File: src/rtl/prefix_adder_pkg.sv
// Shared types and helpers for the prefix adder datapath.
// Build option: SUM_STAGE_SAT_EN enables saturating results in sum_stage.
package prefix_adder_pkg;

  localparam int SUM_WIDTH = 16;

  typedef enum logic [1:0] {
    EMPTY = 2'd0,
    ONE   = 2'd1,
    FULL  = 2'd2
  } buf_state_e;

  // Result record at the default adder width, as carried between stages.
  typedef struct packed {
    logic [SUM_WIDTH-1:0] sum;
    logic                 cout;
    logic                 ovf;
    logic                 zero;
  } sum_result_t;

  // Largest positive two's-complement value of the given width (0x7F..F).
  function automatic logic [63:0] sat_pos_max(input int width);
    return (64'd1 << (width - 1)) - 64'd1;
  endfunction

  // Most negative two's-complement value of the given width (0x80..0).
  function automatic logic [63:0] sat_neg_min(input int width);
    return 64'd1 << (width - 1);
  endfunction

endpackage

File: src/rtl/sum_skid_buf.sv
// Two-entry skid buffer with valid/ready on both sides; o_Ready comes from
// the state register only, so no combinational path from i_Ready to o_Ready.
module sum_skid_buf
  import prefix_adder_pkg::*;
#(
  parameter int DW = 8
) (
  input  logic          i_Clk,
  input  logic          i_Rst,
  input  logic          i_Valid,
  output logic          o_Ready,
  input  logic [DW-1:0] i_Data,
  output logic          o_Valid,
  input  logic          i_Ready,
  output logic [DW-1:0] o_Data
);

  buf_state_e    state_q, state_d;
  logic [DW-1:0] out_q, out_d;
  logic [DW-1:0] skid_q, skid_d;
  logic          accept;
  logic          consume;

  assign o_Ready = (state_q != FULL);
  assign o_Valid = (state_q != EMPTY);
  assign o_Data  = out_q;

  // Next state and data movement between input, output reg and skid reg.
  always_comb begin
    state_d = state_q;
    out_d   = out_q;
    skid_d  = skid_q;
    accept  = i_Valid && (state_q != FULL);
    consume = (state_q != EMPTY) && i_Ready;
    case (state_q)
      EMPTY: begin
        if (accept) begin
          out_d   = i_Data;
          state_d = ONE;
        end
      end
      ONE: begin
        if (accept && consume) begin
          out_d = i_Data;
        end else if (accept) begin
          skid_d  = i_Data;
          state_d = FULL;
        end else if (consume) begin
          state_d = EMPTY;
        end
      end
      FULL: begin
        if (consume) begin
          out_d   = skid_q;
          state_d = ONE;
        end
      end
      default: begin
        state_d = EMPTY;
      end
    endcase
  end

  // State and data registers; reset discards everything held.
  always_ff @(posedge i_Clk) begin
    if (i_Rst) begin
      state_q <= EMPTY;
      out_q   <= '0;
      skid_q  <= '0;
    end else begin
      state_q <= state_d;
      out_q   <= out_d;
      skid_q  <= skid_d;
    end
  end

endmodule

File: src/rtl/sum_stage.sv
// Sum/flag stage after the Kogge-Stone tree: forms carries, sum, carry-out,
// overflow and zero, then registers them through a two-entry skid buffer.
// Build option: define SUM_STAGE_SAT_EN to clamp overflowing results when i_Sat=1.
module sum_stage
  import prefix_adder_pkg::*;
#(
  parameter int WIDTH = SUM_WIDTH
) (
  input  logic             i_Clk,
  input  logic             i_Rst,
  input  logic             i_Valid,
  output logic             o_Ready,
  input  logic [WIDTH-1:0] i_Bit_Pass,
  input  logic [WIDTH-1:0] i_Pass,
  input  logic [WIDTH-1:0] i_Gen,
  input  logic             i_Cin,
  input  logic             i_Sat,
  input  logic             i_Signed,
  output logic             o_Valid,
  input  logic             i_Ready,
  output logic [WIDTH-1:0] o_Sum,
  output logic             o_Cout,
  output logic             o_Ovf,
  output logic             o_Zero
);

  typedef struct packed {
    logic [WIDTH-1:0] sum;
    logic             cout;
    logic             ovf;
    logic             zero;
  } result_t;

  localparam int DW = $bits(result_t);

  logic [WIDTH:0]   carry;
  logic [WIDTH-1:0] sum_raw;
  logic [WIDTH-1:0] sum_final;
  logic             ovf;
  result_t          res_in;
  result_t          res_out;
  logic [DW-1:0]    buf_out;

  // Carries come straight from the group terms: c[j] = G[j-1] | P[j-1]&cin.
  always_comb begin
    carry   = {i_Gen | (i_Pass & {WIDTH{i_Cin}}), i_Cin};
    sum_raw = i_Bit_Pass ^ carry[WIDTH-1:0];
    ovf     = i_Signed ? (carry[WIDTH] ^ carry[WIDTH-1]) : carry[WIDTH];
  end

`ifdef SUM_STAGE_SAT_EN
  localparam logic [63:0] SAT_POS = sat_pos_max(WIDTH);
  localparam logic [63:0] SAT_NEG = sat_neg_min(WIDTH);

  // Clamp on overflow; the sign of the operands is given by c[W] in signed mode.
  always_comb begin
    sum_final = sum_raw;
    if (i_Sat && ovf) begin
      if (!i_Signed) begin
        sum_final = '1;
      end else if (carry[WIDTH]) begin
        sum_final = SAT_NEG[WIDTH-1:0];
      end else begin
        sum_final = SAT_POS[WIDTH-1:0];
      end
    end
  end
`else
  logic unused_sat;
  assign unused_sat = i_Sat;

  // Without saturation the result always wraps.
  always_comb begin
    sum_final = sum_raw;
  end
`endif

  // Zero flag reflects the value actually delivered.
  always_comb begin
    res_in.sum  = sum_final;
    res_in.cout = carry[WIDTH];
    res_in.ovf  = ovf;
    res_in.zero = (sum_final == '0);
  end

  sum_skid_buf #(
    .DW(DW)
  ) u_skid (
    .i_Clk   (i_Clk),
    .i_Rst   (i_Rst),
    .i_Valid (i_Valid),
    .o_Ready (o_Ready),
    .i_Data  (res_in),
    .o_Valid (o_Valid),
    .i_Ready (i_Ready),
    .o_Data  (buf_out)
  );

  assign res_out = result_t'(buf_out);
  assign o_Sum   = res_out.sum;
  assign o_Cout  = res_out.cout;
  assign o_Ovf   = res_out.ovf;
  assign o_Zero  = res_out.zero;

endmodule

File: config.mk
export PLATFORM = sky130hd
export DESIGN_NAME = sum_stage
export DESIGN_NICKNAME = d
export VERILOG_FILES = /design/src/rtl/prefix_adder_pkg.sv /design/src/rtl/sum_skid_buf.sv /design/src/rtl/sum_stage.sv
export SDC_FILE = /design/constraint.sdc
export NUM_CORES = 1
export LEC_CHECK = 0
export CORE_MARGIN = 4
export CORE_UTILIZATION = 45
export CTS_CLUSTER_SIZE = 30
export DETAILED_ROUTE_END_ITERATION = 12
export HOLD_SLACK_MARGIN = 0.1
export PLACE_DENSITY = 0.79
export SETUP_SLACK_MARGIN = 0.1
export SLEW_MARGIN = 30
export SYNTH_ARGS = -nofsm -noshare
export SYNTH_HDL_FRONTEND = slang
export SYNTH_HIERARCHICAL = 1
export SYNTH_SLANG_ARGS = --single-unit
File: constraint.sdc
create_clock -name i_Clk -period 1.7 [get_ports i_Clk]
set_clock_uncertainty 0.1 [all_clocks]
set_input_delay 0.17 -clock i_Clk [delete_from_list [all_inputs] [get_ports i_Clk]]
set_output_delay 0.17 -clock i_Clk [all_outputs]
set_load 0.02 [all_outputs]
Yosys cells after proc, flatten, opt, wreduce, memory -nomap -nowiden. Cells that the tools add are included.

Add/sub/neg operators: 0. Multiply operators: 0. Divide/modulo/power cells: 0. $lt $le $gt $ge: 0. Eq/ne operators: 8. Shift-type cells: 0. Mux-type cells: 11. Bitwise gates (word level): 5. Reductions and logical operators: 10.

Operator list (count): 19-bit two-way mux (3); 19-bit case mux with 3 select lines (1); 16-bit bitwise AND (1); 16-bit logical NOT (1); 16-bit bitwise OR (1); 16-bit XOR (1); 2-bit two-way mux (5); 4-bit AND reduction (2); 2-bit by 1-bit inequality test with 1-bit output (second input constant) (3); 2-bit case mux with 3 select lines (1); 2-bit inequality test (second input constant) (2); 1-bit logical AND (3); 3-bit by 1-bit inequality test with 1-bit output (second input constant) (1); 3-bit AND reduction (1); 3-bit nonzero test (1); 2-bit by 1-bit == test with 1-bit output (second input constant) (1); 2-bit == test (second input constant) (1); 2-bit logical NOT (1); 2-bit nonzero test (1); 1-bit two-way mux (1); 1-bit inverter (1); 1-bit XOR (1).

Bits in registers: 40. Bits in latches: 0. RAM bits: 0. Memory bits (read-only): 0. Word-level logic and storage cells: 37. Memories: 0.

Depth between registers and ports, before layout. Gate-level depths: netlist (run 1).

Depth in word-level cells: 6. Gate-level depth with buffers: 8.

Cells and area by module. The synthesis (run 1) kept the hierarchy.

Modules (own cells, without submodules): sum_skid_buf (instances 1, cells each 189, area each 1864.3 µm²); sum_stage (instances 1, cells each 41, area each 324.1 µm²).

Least setup slack after synthesis (run 1). Ideal clock, no wire load.

Kind: input to register. Start: in i_Cin. End: reg u_skid.out_q[0], in the netlist u_skid/o_Data[0]. Setup time: 0.086 ns. Data arrival time: 1.327 ns. Required time: 1.514 ns. Slack: 0.187 ns. Stages: 8. Path buffers: 2. Path through: buf_6 -> buf_8 -> a21oi_4 -> xnor2_1 -> nor4_1 -> and4_1 -> mux2i_1 -> a211oi_1.

RTL lines: from (decl) (line sum_stage.sv:16) `input logic i_Cin,`; to (signal assigned) (line sum_skid_buf.sv:72) `out_q <= out_d;`; to (decl) (line sum_skid_buf.sv:19) `logic [DW-1:0] out_q, out_d;`.

==> flow_metrics.tcl, run 1 <==
set metrics [dict create \
    outcome "complete, no violations" \
    crit_fanout 2 \
    power.total_mw 2.45 \
    cts_root_buf "clkbuf_8" \
    cap_violations 0 \
    layout-drive-gt1-share_pct 28.9 \
    worstHoldPathType "in2reg" \
    p_leak_nw 1.46 \
    fin_nets 387 \
    slew_viol_final 0 \
    setup_violations 0 \
    diodes 0 \
    area_growth_pct 57.2 \
    cts_tree "built" \
    synthTopCellsByArea "dfxtp_1, a211oi_2, mux2i_1" \
    synth_largest_area_cell "dfxtp_1" \
    clk_pin_slew_ns 0.08 \
    antenna_found_initial 0 \
    dieArea_um2 6040 \
    finalHoldWorstSlack_ns 0.237 \
    max_clock_freq_mhz 615 \
    fin_setup_tns_ns 0 \
    instances_no_fill 399 \
    top_usage_layer "met2" \
    synth_seq_cells 40 \
    rows 25 \
    vias 2097 \
    critical_path.startpoint "i_Pass[4]" \
    coreArea_um2 4720 \
    dp_hpwl_um 4370 \
    path_depth 7 \
    min_from "i_Gen[5]" \
    reg2reg_depth 5 \
    arrival_ns 1.73 \
    regArea_um2 802 \
    routedWlPerCell_um 15.6 \
    grt_pass1_vias 2080 \
    drc 0 \
    final_hold_viol_count 0 \
    met3_usage_pct 5.45 \
    path_buf_inv 1 \
    met2_usage_pct 35.2 \
    fin_crit_ns 1.62 \
    cp-start-kind "primary input" \
    worstHoldPathCells 5 \
    crit_chain "clkdlybuf4s50_1 -> a21oi_2 -> xnor2_1 -> nor4_2 -> and4_1 -> mux2i_1 -> a211oi_1" \
    grt_max_degree 41 \
    crit_slowest_cell "clkdlybuf4s50_1" \
    syn-num-nets 285 \
    die_h_um 77.7 \
    worstSetupPathType "in2reg" \
    use_met1_pct 24.7 \
    routabilityCongestion 0.802 \
    drt_first_pass_iters 4 \
    yosys_warnings 6 \
    synth-edff-count 0 \
    floorplan.initialDensity_pct 46.3 \
    ff2ff_setup_slack_ns 0.21 \
    worstPathRequired_ns 1.81 \
    power_density_nw_per_um2 711 \
    syn_inst 230 \
    cts_buffers 5 \
    ir_drop_mv 0.455 \
    track_usage_pct 20.0 \
    min_period_over_period_pct 95.6 \
    r2r-start "u_skid/state_q[0]" \
    rsz0062_at_grt "true" \
    htreeDepth 2 \
    fill_cells 342 \
    yosys.cell_types.count 30 \
    wirelength_um 6220 \
    async_flop_share_pct 0 \
    cts_max_path_buffers 2 \
    cts_sinks 40 \
    critPathMaxStageDelay_ns 0.47 \
    syn_avg_cell_area_um2 9.51 \
    multi_input_area_um2 1360 \
    grt_pass1_wl_um 9900 \
    crit_path_end_kind "flip-flop" \
    viasPerCell 5.26 \
    crit_family "simple AND/OR/NAND/NOR gates" \
    worst_slew_pin_slew_ns 0.337 \
    relSlewSlack_pct 77.3 \
    ios 76 \
    die_w_um 77.7 \
    port-buffer-count 74 \
    ant_nets 0 \
    synth-main-ff-cell "dfxtp_1" \
    drtIter0Drc 122 \
    syn_area_um2 2190 \
    dp_cells 385 \
    worstSkewPairLatency_ns 0.29 \
    grt.overflow.total 0 \
    ys_seq_area_share_pct 36.6 \
    synth_top_area_share_pct 36.6 \
]
[through the flow]
| step | setup slack, ns | instance area [µm²] | utilization, % |
|---|---|---|---|
| final | 0.0753 | 3440 | 72.8 |
| after floorplan | 0.187 | 2190 | - |
| after global placement | -0.469 | 3150 | 66.8 |
| after global routing | -0.0456 | 3440 | 72.8 |
| after detailed placement | -0.554 | 3150 | 66.8 |
| after CTS | 0.0338 | 3260 | 69.0 |
[synthesized netlist by cell type (4+ instances only)]
master	instances
buf_6	7
a21oi_1	30
clkbuf_1	6
a211oi_1	18
nand2_1	39
mux2i_1	19
dfxtp_1	40
a21oi_2	4
a211oi_2	20
xnor2_1	15
nor4_1	4
[cells in the final DEF (no fill, tap or decap), types with 4 or more instances in the layout]
master            n
nor4_2            4
buf_4            36
xnor2_1           8
dlymetal6s2s_1   10
clkdlybuf4s50_1  58
a211oi_1         18
xnor2_2           7
a21oi_4           4
dlygate4sd2_1     5
mux2i_1          19
dfxtp_1          39
a21oi_2           8
a21oi_1          23
nand2_1          39
clkbuf_8          5
a211oi_2         20
[power by group]
group          switching [mW]  internal [mW]
combinational           0.363          0.438
clock                   0.332          0.278
sequential             0.0372          0.998
[timing repair]
action,CTS,global route
pin swaps,5,16
resized for setup,13,32
hold buffers,0,0
buffers inserted,0,7
endpoints found under the setup margin,5,6
[logic make-up (layout without fill, tap and decap cells)]
group / count (synthesis) / after routing / synth area share (%)
muxes: 19 / 19 / 8.69
DFF: 40 / 40 / 36.6
and+or+nand+nor: 55 / 55 / 12.0
AOI/OAI and AO/OA: 78 / 78 / 28.5
xor gates and xnor gates: 17 / 17 / 6.80
buffers and inverters: 21 / 123 / 7.38
[area by class of cell]
class | count | share of cell area (%)
clock buffers | 5 | 2.00
clock inverters | 2 | 0.364
multi-input cells | 169 | 39.4
flip-flops and latches | 40 | 23.3
well taps | 67 | 2.44
repair buffers | 116 | 32.5
[sequential cells by signal, summed over array words and instances, names as in the netlist]
register and cells:
u_skid/o_Data 19, u_skid/state_q 2, u_skid/skid_q 19
[metal layers]
| layer | vias up | routed length (µm) |
|---|---|---|
| li1 | 1030 | - |
| met1 | 991 | 2710 |
| met2 | 68 | 3100 |
| met3 | 8 | 362 |
| met4 | 0 | 50 |
| met5 | - | 0 |
[final timing paths]
path                            end
setup / recovery   u_skid/o_Data[0]
hold reg to reg   u_skid/skid_q[11]
setup reg to reg  u_skid/o_Data[15]
hold / removal     u_skid/skid_q[9]
[worst register-to-register path: stages (launching register included)]
cell and delay (ns):
dfxtp_1 0.34, buf_4 0.13, and3b_1 0.22, a21o_1 0.20, buf_12 0.17, a211oi_1 0.24
Power figures use the tool's default switching activity.
==> inputs of run 2 (changes only) <==
Settings changed: CAP_MARGIN from default to 20.
==> results of run 2 <==
Same layout as run 1: the final DEF is identical, and so are final timing and power.
